===== src/rtl/seq_detect_ctrl.sv =====
// seq_detect_ctrl: run controller for programmable serial pattern detection.
// Latches a 1..MAX_LEN bit pattern with overlap/target settings, accepts bits
// over a valid/ready handshake, counts matches and signals done at target.
// Optional feature macro: SEQ_DETECT_CTRL_TIMEOUT_EN adds an idle timeout
// (parameter TO_CYCLES, output timeout) that returns RUN to IDLE.
module seq_detect_ctrl #(
    parameter int unsigned MAX_LEN = 8,
    parameter int unsigned CNT_W   = 8
`ifdef SEQ_DETECT_CTRL_TIMEOUT_EN
    ,
    parameter int unsigned TO_CYCLES = 16
`endif
    ,
    localparam int unsigned LEN_W = $clog2(MAX_LEN + 1)
) (
    input  logic               clk,
    input  logic               reset,
    input  logic               cfg_we,
    input  logic [MAX_LEN-1:0] cfg_pattern,
    input  logic [LEN_W-1:0]   cfg_len,
    input  logic               cfg_overlap,
    input  logic [CNT_W-1:0]   cfg_target,
    input  logic               start,
    input  logic               abort,
    input  logic               bit_valid,
    input  logic               bit_data,
    output logic               bit_ready,
    output logic               match_pulse,
    output logic [CNT_W-1:0]   match_count,
    output logic               busy,
    output logic               done,
    output logic               err_cfg
`ifdef SEQ_DETECT_CTRL_TIMEOUT_EN
    ,
    output logic               timeout
`endif
);

    typedef enum logic [1:0] {
        IDLE = 2'd0,
        RUN  = 2'd1,
        DONE = 2'd2
    } state_e;

`ifdef SEQ_DETECT_CTRL_TIMEOUT_EN
    localparam int unsigned TO_W = $clog2(TO_CYCLES + 1);
    logic [TO_W-1:0] idle_q, idle_d;
    logic            timeout_d;
`endif

    state_e             state_q, state_d;
    logic [MAX_LEN-1:0] pat_q, pat_d;
    logic [LEN_W-1:0]   len_q, len_d;
    logic               ovl_q, ovl_d;
    logic [CNT_W-1:0]   tgt_q, tgt_d;
    // Only MAX_LEN-1 older bits are kept; the newest bit comes from bit_data.
    logic [MAX_LEN-2:0] hist_q, hist_d;
    logic [LEN_W-1:0]   fill_q, fill_d;
    logic [CNT_W-1:0]   cnt_q, cnt_d;
    logic               match_d;
    logic               err_d;

    logic [MAX_LEN-1:0] ones;
    logic [MAX_LEN-1:0] mask;
    logic [MAX_LEN-1:0] hist_n;
    logic [LEN_W-1:0]   fill_n;
    logic               hit;
    logic               cfg_bad;
    logic [CNT_W-1:0]   cnt_inc;

    // Next-state, config latching, shift/match evaluation and run sequencing.
    always_comb begin
        state_d = state_q;
        pat_d   = pat_q;
        len_d   = len_q;
        ovl_d   = ovl_q;
        tgt_d   = tgt_q;
        hist_d  = hist_q;
        fill_d  = fill_q;
        cnt_d   = cnt_q;
        match_d = 1'b0;
        err_d   = 1'b0;
`ifdef SEQ_DETECT_CTRL_TIMEOUT_EN
        idle_d    = '0;
        timeout_d = 1'b0;
`endif

        // Config is writable only outside RUN; a same-cycle start sees it.
        if (cfg_we && (state_q != RUN)) begin
            pat_d = cfg_pattern;
            len_d = cfg_len;
            ovl_d = cfg_overlap;
            tgt_d = cfg_target;
        end
        cfg_bad = (len_d == '0) || (len_d > LEN_W'(MAX_LEN)) || (tgt_d == '0);

        ones    = '1;
        mask    = ~(ones << len_q);
        hist_n  = {hist_q, bit_data};
        fill_n  = (fill_q >= len_q) ? len_q : fill_q + LEN_W'(1);
        hit     = (fill_n == len_q) && ((hist_n & mask) == (pat_q & mask));
        cnt_inc = cnt_q + CNT_W'(1);

        unique case (state_q)
            IDLE, DONE: begin
                if (start) begin
                    if (cfg_bad) begin
                        err_d = 1'b1;
                    end else begin
                        state_d = RUN;
                        hist_d  = '0;
                        fill_d  = '0;
                        cnt_d   = '0;
                    end
                end
            end
            RUN: begin
                if (cfg_we) begin
                    err_d = 1'b1;
                end
                if (bit_valid) begin
                    hist_d = hist_n[MAX_LEN-2:0];
                    fill_d = fill_n;
                    if (hit) begin
                        cnt_d   = cnt_inc;
                        match_d = 1'b1;
                        if (!ovl_q) begin
                            fill_d = '0;
                        end
                        if (cnt_inc == tgt_q) begin
                            state_d = DONE;
                        end
                    end
                end
`ifdef SEQ_DETECT_CTRL_TIMEOUT_EN
                else if (idle_q == TO_W'(TO_CYCLES - 1)) begin
                    state_d   = IDLE;
                    timeout_d = 1'b1;
                end else begin
                    idle_d = idle_q + TO_W'(1);
                end
`endif
            end
            default: begin
                state_d = IDLE;
            end
        endcase

        // Abort wins over start and over any bit accepted this cycle.
        if (abort) begin
            state_d = IDLE;
            hist_d  = hist_q;
            fill_d  = fill_q;
            cnt_d   = cnt_q;
            match_d = 1'b0;
`ifdef SEQ_DETECT_CTRL_TIMEOUT_EN
            idle_d    = '0;
            timeout_d = 1'b0;
`endif
        end
    end

    // State, config, datapath and registered outputs.
    always_ff @(posedge clk) begin
        if (reset) begin
            state_q     <= IDLE;
            pat_q       <= '0;
            len_q       <= '0;
            ovl_q       <= 1'b0;
            tgt_q       <= '0;
            hist_q      <= '0;
            fill_q      <= '0;
            cnt_q       <= '0;
            match_pulse <= 1'b0;
            err_cfg     <= 1'b0;
            busy        <= 1'b0;
            done        <= 1'b0;
            bit_ready   <= 1'b0;
`ifdef SEQ_DETECT_CTRL_TIMEOUT_EN
            idle_q  <= '0;
            timeout <= 1'b0;
`endif
        end else begin
            state_q     <= state_d;
            pat_q       <= pat_d;
            len_q       <= len_d;
            ovl_q       <= ovl_d;
            tgt_q       <= tgt_d;
            hist_q      <= hist_d;
            fill_q      <= fill_d;
            cnt_q       <= cnt_d;
            match_pulse <= match_d;
            err_cfg     <= err_d;
            busy        <= (state_d == RUN);
            done        <= (state_d == DONE);
            bit_ready   <= (state_d == RUN);
`ifdef SEQ_DETECT_CTRL_TIMEOUT_EN
            idle_q  <= idle_d;
            timeout <= timeout_d;
`endif
        end
    end

    assign match_count = cnt_q;

endmodule


===== config.mk =====
export PLATFORM = sky130hd
export DESIGN_NAME = seq_detect_ctrl
export DESIGN_NICKNAME = d
export VERILOG_FILES = /design/src/rtl/seq_detect_ctrl.sv
export SDC_FILE = /design/constraint.sdc
export NUM_CORES = 1
export LEC_CHECK = 0
export CELL_PAD_IN_SITES_DETAIL_PLACEMENT = 0
export CELL_PAD_IN_SITES_GLOBAL_PLACEMENT = 1
export CORE_ASPECT_RATIO = 1.1
export CORE_MARGIN = 5
export CORE_UTILIZATION = 30
export CTS_CLUSTER_DIAMETER = 60
export DETAILED_ROUTE_END_ITERATION = 10
export PLACE_DENSITY_LB_ADDON = 0.1
export SYNTH_ARGS = -nofsm -noshare
export SYNTH_HDL_FRONTEND = slang
export SYNTH_SLANG_ARGS = --single-unit

===== constraint.sdc =====
create_clock -name clk -period 2.5 [get_ports clk]
set_input_delay 0.5 -clock clk [delete_from_list [all_inputs] [get_ports clk]]
set_output_delay 0.5 -clock clk [all_outputs]
set_load 0.02 [all_outputs]

Yosys cells after proc, flatten, opt, wreduce, memory -nomap -nowiden
Cells that the tools add are included.

Register bits after elaboration: 46. Bits of input ports: 28. Output and inout port bits: 13. Logic and storage cells: 77.

$add $sub $neg: 2. Order comparisons: 2. Equal/unequal tests: 12. Shifts and indexed selects: 1. Mux-type cells: 30. Bitwise logic cells: 6. Reduce and logical (&&, ||, !) cells: 12.

Operators with widths (count): 8-bit two-way mux (5); 4-bit two-way mux (7); 7-bit two-way mux (3); 8-bit AND (2); 8-bit == test (2); 8-bit one-hot mux with 2 select lines (1); 7-bit one-hot mux with 2 select lines (1); 2-bit two-way mux (6); 8-bit by 1-bit adder with 8-bit output, second input constant (1); 8-bit logical NOT (1); 2-bit != test, second input constant (4); 8-bit inverter (1); 4-bit one-hot mux with 2 select lines (1); 8-bit by 4-bit << shifter with 8-bit output, first input constant (1); 6-bit AND reduction (1); 5-bit AND reduction (1); 4-bit by 1-bit adder with 4-bit output, second input constant (1); 2-bit by 1-bit == test with 1-bit output, second input constant (2); 2-bit == test, second input constant (2); 4-bit == test (1); 4-bit >= comparator (1); 4-bit greater-than comparator, second input constant (1); 4-bit logical NOT (1); 1-bit two-way mux (4); other kinds (10) (14).

Logic depth before layout (Yosys ltp)
Depth after elaboration: 11. Mapped depth: 10.

Worst setup path before layout
No wires, ideal clock.

Kind: reg-to-reg. From: reg fill_q[0]. To: reg cnt_q[0], in the netlist match_count[0]. Library setup time: 0.119 ns. Data arrival time: 2.112 ns. Required time: 2.381 ns. Path slack: 0.268 ns. Cell stages (with the launch flop): 11. Clock period less this slack: 2.232 ns. Cells stage by stage: dfxtp_1 -> inv_1 -> ha_1 -> nand2b_1 -> a21o_1 -> a21o_1 -> a221oi_1 -> buf_2 -> buf_2 -> nor3_1 -> a2bb2oi_1.

Longest elaborated chain between the ends: 6. Elaborated cells on any way between the ends: 7. Classes of those cells: add/sub (1); order compare (1); eq/ne (2); mux (1); reduce/logical (2).

RTL lines: start, declared (RTL line 58) `logic [LEN_W-1:0] fill_q, fill_d;`; start signal, assigned (RTL line 190) `fill_q <= fill_d;`; 4-bit by 1-bit adder with 4-bit output or 4-bit >= comparator (tied branches) (RTL line 100) `fill_n = (fill_q >= len_q) ? len_q : fill_q + LEN_W'(1);`; 4-bit two-way mux * (RTL line 100); 4-bit == test * (RTL line 101) `hit = (fill_n == len_q) && ((hist_n & mask) == (pat_q & mask));`; 1-bit logical AND * (RTL line 101); 2-bit != test (no line) *; 6-bit AND reduction (no line) *; end signal, assigned (RTL line 191) `cnt_q <= cnt_d;`; end, declared (RTL line 59) `logic [CNT_W-1:0] cnt_q, cnt_d;`.

Every way passes the cells marked *; elsewhere a longest branch is shown, timed or not. A chain may end at the register's enable or synchronous reset.

Final worst setup path
From: reg len_q[1]. To: reg cnt_q[2], in the netlist match_count[2].

Longest elaborated chain between the ends: 7. Elaborated cells on any way between the ends: 17. Classes of those cells: order compare (2); eq/ne (4); shift (1); mux (2); bitwise (3); reduce/logical (5).

RTL lines: start, declared (RTL line 53) `logic [LEN_W-1:0] len_q, len_d;`; start signal, assigned (RTL line 186) `len_q <= len_d;`; 8-bit by 4-bit << shifter with 8-bit output (RTL line 98) `mask = ~(ones << len_q);`; 8-bit inverter (RTL line 98); 8-bit AND (RTL line 101); 8-bit == test (RTL line 101); 1-bit logical AND (RTL line 101); 2-bit != test (no line); 6-bit AND reduction (no line) *.

Marks and branches as above.

==> results_tabular.tex <==
\begin{tabular}{lr}
\hline
Metric & Value \\
\hline
\multicolumn{2}{l}{\textbf{Run status}} \\
\quad Result of the run & completed \\
\multicolumn{2}{l}{\textbf{Logic synthesis}} \\
\quad Mean instance size in the synthesized netlist & 7.971 µm² \\
\quad Area share of the leading cell type in the synthesized netlist & 35.11\% \\
\quad Area leader, netlist & dfxtp\_1 \\
\quad Yosys reg bits & 46 \\
\quad Top cells by area in the synthesized netlist & dfxtp\_1 35\%, nand2\_1 9.4\%, xnor2\_1 5.7\% \\
\quad Most instantiated flip-flop cell in the synthesis netlist & dfxtp\_1 \\
\quad Most used standard cell by instance count after synthesis & nand2\_1 \\
\quad Synthesized cell area & 2623 µm² \\
\quad Number of flops mapped to enable cells by yosys & 0 \\
\quad Portion of the post-synthesis area used by sequential elements & 35.11\% \\
\quad Syn Nets & $\sim$360 \\
\quad Yosys warning count & 0 \\
\quad Number of unique standard cell types used by synthesis & 51 \\
\quad Commonest cells post-synth & 66 x nand2\_1, 46 x dfxtp\_1, 28 x a21oi\_1 \\
\quad Share of synthesized registers carrying an async set or reset & 0\% \\
\quad Synthesized instance count & 329 \\
\multicolumn{2}{l}{\textbf{Setup path}} \\
\quad R2R Setup Slk & 0.20 ns \\
\quad Classification of the worst setup path & reg2reg \\
\quad Arrival time worst endpoint & $\sim$2.6 ns \\
\quad Maximum fanout count along the critical path & 9 \\
\quad Register-to-Register Path Depth & 8 \\
\quad Launch point of the worst reg-to-reg path & len\_q[1] \\
\quad Crit path launch & len\_q[1] \\
\quad Critical path capture point type & register \\
\quad CP required & 2.75 ns \\
\quad Category of the worst setup path launch point & register \\
\quad Termination of the worst setup path & match\_count[2] \\
\quad Worst reg2reg path endpoint & match\_count[2] \\
\multicolumn{2}{l}{\textbf{Placed design}} \\
\quad Detailed placer's ending HPWL & 5601 µm \\
\quad Dpl cell area & around 3300 µm² \\
\quad Quantity of I/O buffers inserted on ports & 40 \\
\quad DP Worst Slack & -0.05962 ns \\
\quad Routability Congestion & 0.8163 \\
\multicolumn{2}{l}{\textbf{Routing}} \\
\quad DR WL/cell & 14.55 µm \\
\quad Via Count & 2,473 \\
\quad Uppermost layer routed & met4 \\
\quad Met3 WL & 289 µm \\
\quad Remaining routing DRC violations & 0 \\
\quad Average vias per placed instance & 4.986 \\
\quad M1 wire length & roughly 3500 µm \\
\quad Initial drt markers & $\sim$90 \\
\quad Final ANT Viol Nets & 0 \\
\quad Routed length on met2 & 3383 µm \\
\quad TritonRoute pass-1 iters & 4 \\
\quad Wirelength, routed & 7218 µm \\
\multicolumn{2}{l}{\textbf{Power}} \\
\quad Net switching share of the total power & between 30\% and 40\% \\
\quad Pleak & 0.001232 µW \\
\quad Overall power of the completed layout & between 1500 and 2000 µW \\
\quad NetSw & roughly 520 µW \\
\quad Internal Dissipation & around 1200 µW \\
\quad Worst ir drop on vdd & 0.2332 mV \\
\quad Share of total power in combinational logic & 22.3\% \\
\quad Clock group share of total power & about 30\% \\
\quad PD cells & 493.1 nW/µm² \\
\quad Sequential power share & 47.6\% \\
\multicolumn{2}{l}{\textbf{Layout}} \\
\quad Relative area change from synthesis to final layout & 29.39\% \\
\quad Total non-filler cell area in the finished layout & 3393 µm² \\
\quad NumNets Final & 418 \\
\quad Antenna diode count & 0 \\
\quad Post-Route Utilization & 40.15\% \\
\quad Fraction of layout instances using a drive strength above 1 & approximately an eighth \\
\multicolumn{2}{l}{\textbf{Timing}} \\
\quad Final setup vio count & 0 \\
\quad Worst hold slack & 0.4711 ns \\
\quad Slew of the pin with the lowest slew margin & 0.4354 ns \\
\quad Post-layout minimum cycle time & 2.298 ns \\
\quad Part of the cycle the worst path needs & 91.93\% \\
\quad Count of endpoints failing hold in the final timing report & 0 \\
\quad Setup clock skew after layout & 0.01315 ns \\
\quad Relative slew slack & a little over two thirds \\
\quad Worst Slack Setup Final & 0.2018 ns \\
\quad Number of max-slew violations in the final report & 0 \\
\quad Unrepaired setup endpoints after global routing & false \\
\quad Fmax achieved & 0.4351 GHz \\
\multicolumn{2}{l}{\textbf{Min path}} \\
\quad Cell count of the worst hold path & 2 \\
\quad Hold/Removal Path Class & reg2reg \\
\multicolumn{2}{l}{\textbf{Flow run}} \\
\quad Max Cap Viol & 0 \\
\multicolumn{2}{l}{\textbf{Die}} \\
\quad Horizontal die dimension & 99.15 µm \\
\quad Starting density of the core & 31.03\% \\
\quad DIE HEIGHT & 108.1 µm \\
\quad Num rows & 35 \\
\quad Area enclosed by the die boundary & 10,710 µm² \\
\quad Area of the core & between 8000 and 9000 µm² \\
\quad Io pins & 41 \\
\multicolumn{2}{l}{\textbf{Clock network}} \\
\quad Post-CTS setup buffers & 0 \\
\quad TritonCTS clock tree & built \\
\quad Root buffer cell & clkbuf\_8 \\
\quad Clock net sink count & 46 \\
\quad Inserted Clock Buffers & 5 \\
\quad Source-to-sink clock delay at the later pin of the worst-skew pair & 0.31 ns \\
\quad Max Root-Sink Buffers & 2 \\
\quad Clock-pin transition on the worst setup and hold timing paths & 0.11 ns \\
\quad H-tree lvl count & 2 \\
\multicolumn{2}{l}{\textbf{Global route}} \\
\quad Global routing usage summed across all routing layers & 13.95\% \\
\quad Via count of the first global-routing pass & 2,396 \\
\quad First-pass GRT wire length & 12,080 µm \\
\quad Total grt overflow & 0 \\
\quad Antenna violations before repair & 0 \\
\quad Pin count of the biggest net entering global routing & 22 \\
\hline
\end{tabular}
through the flow:
stage	setup TNS (ns)	cells
5_1_grt	0	496
3_3_place_gp	-0.1613	488
3_5_place_dp	-0.2021	488
2_1_floorplan	0	329
4_1_cts	0	496
6_report	0	496
final cells by class:
class / instances / area (µm²)
Inverter: 7 / 26.28
Sequential cell: 46 / 922.1
Fill cell: 896 / 5059
Clock inverter: 3 / 27.53
Tap cell: 111 / 138.9
Multi-Input combinational cell: 255 / 1588
Timing Repair Buffer: 69 / 621.8
Clock buffer: 5 / 68.82
power groups by stage:
| stage | registers (µW) | clock network, µW | logic [µW] |
|---|---|---|---|
| floorplan | 807 | 0 | 211 |
| detailed placement | 814 | 0 | 374 |
| finish | 796 | 504 | 374 |
| global placement | 814 | 0 | 373 |
| global route | 801 | 563 | 414 |
| CTS | 797 | 525 | 375 |
state kept, by name, summed over array words and instances (netlist names):
name and cells:
done 1, err_cfg 1, len_q 4, state_q 2, match_pulse 1, ovl_q 1
match_count 8, tgt_q 8, busy 1, hist_q 7, fill_q 4, pat_q 8
how the worst min path moves through the flow:
stage | start | end | slack, ns
6_report | pat_q[4] | pat_q[4] | 0.47
4_1_cts | pat_q[4] | pat_q[4] | 0.48
3_5_place_dp | pat_q[4] | pat_q[4] | 0.46
2_1_floorplan | pat_q[0] | pat_q[0] | 0.45
3_3_place_gp | pat_q[4] | pat_q[4] | 0.46
5_1_grt | pat_q[2] | pat_q[2] | 0.50
critical path, cell delays in order, from the launching register on:
cell,delay [ns]
dfxtp_2,0.37
buf_4,0.17
nor4_4,0.30
o22ai_1,0.17
nor4_4,0.32
nand2_2,0.15
buf_4,0.19
or4b_1,0.47
nand3_1,0.09
cell usage in the layout, fill, tap and decap left out, types with 3 or more instances in the layout:
cell,n
nand2_1,66
dfxtp_1,45
clkdlybuf4s50_1,40
a21oi_1,28
buf_4,28
o21ai_0,18
xnor2_1,17
nand3_1,13
nor2_1,9
inv_1,7
nor3_1,7
nand3b_1,7
xor2_1,6
or3_1,6
ha_1,6
nor4_1,5
and2_1,5
clkbuf_8,5
nand2b_1,4
o22ai_1,4
nor2b_1,4
mux2i_1,4
o211ai_1,4
a211oi_1,3
o311a_1,3
nor4b_1,3
what timing repair did:
action	in CTS	in global routing
gates resized for setup	0	3
endpoints found under the setup margin	0	4
hold buffers	0	0
routing by layer:
metal | up-vias | GRT usage, %
met3 | 8 | 2.516
li1 | 1278 | -
met4 | 0 | 4.000
met2 | 42 | 22.46
met1 | 1145 | 19.09
met5 | - | 0
kinds of logic after synthesis:
group                      after synthesis  share of synthesized area, %
muxes                                    4                         1.527
xor gates and xnor gates                23                         7.681
and+or+nand+nor                        140                         27.81
adders and majority gates                6                         2.863
AOI/OAI and AO/OA                       82                         20.13
buffers and inverters                   28                         4.866
DFF                                     46                         35.11
Note: power is estimated with default switching activity, not from simulation.
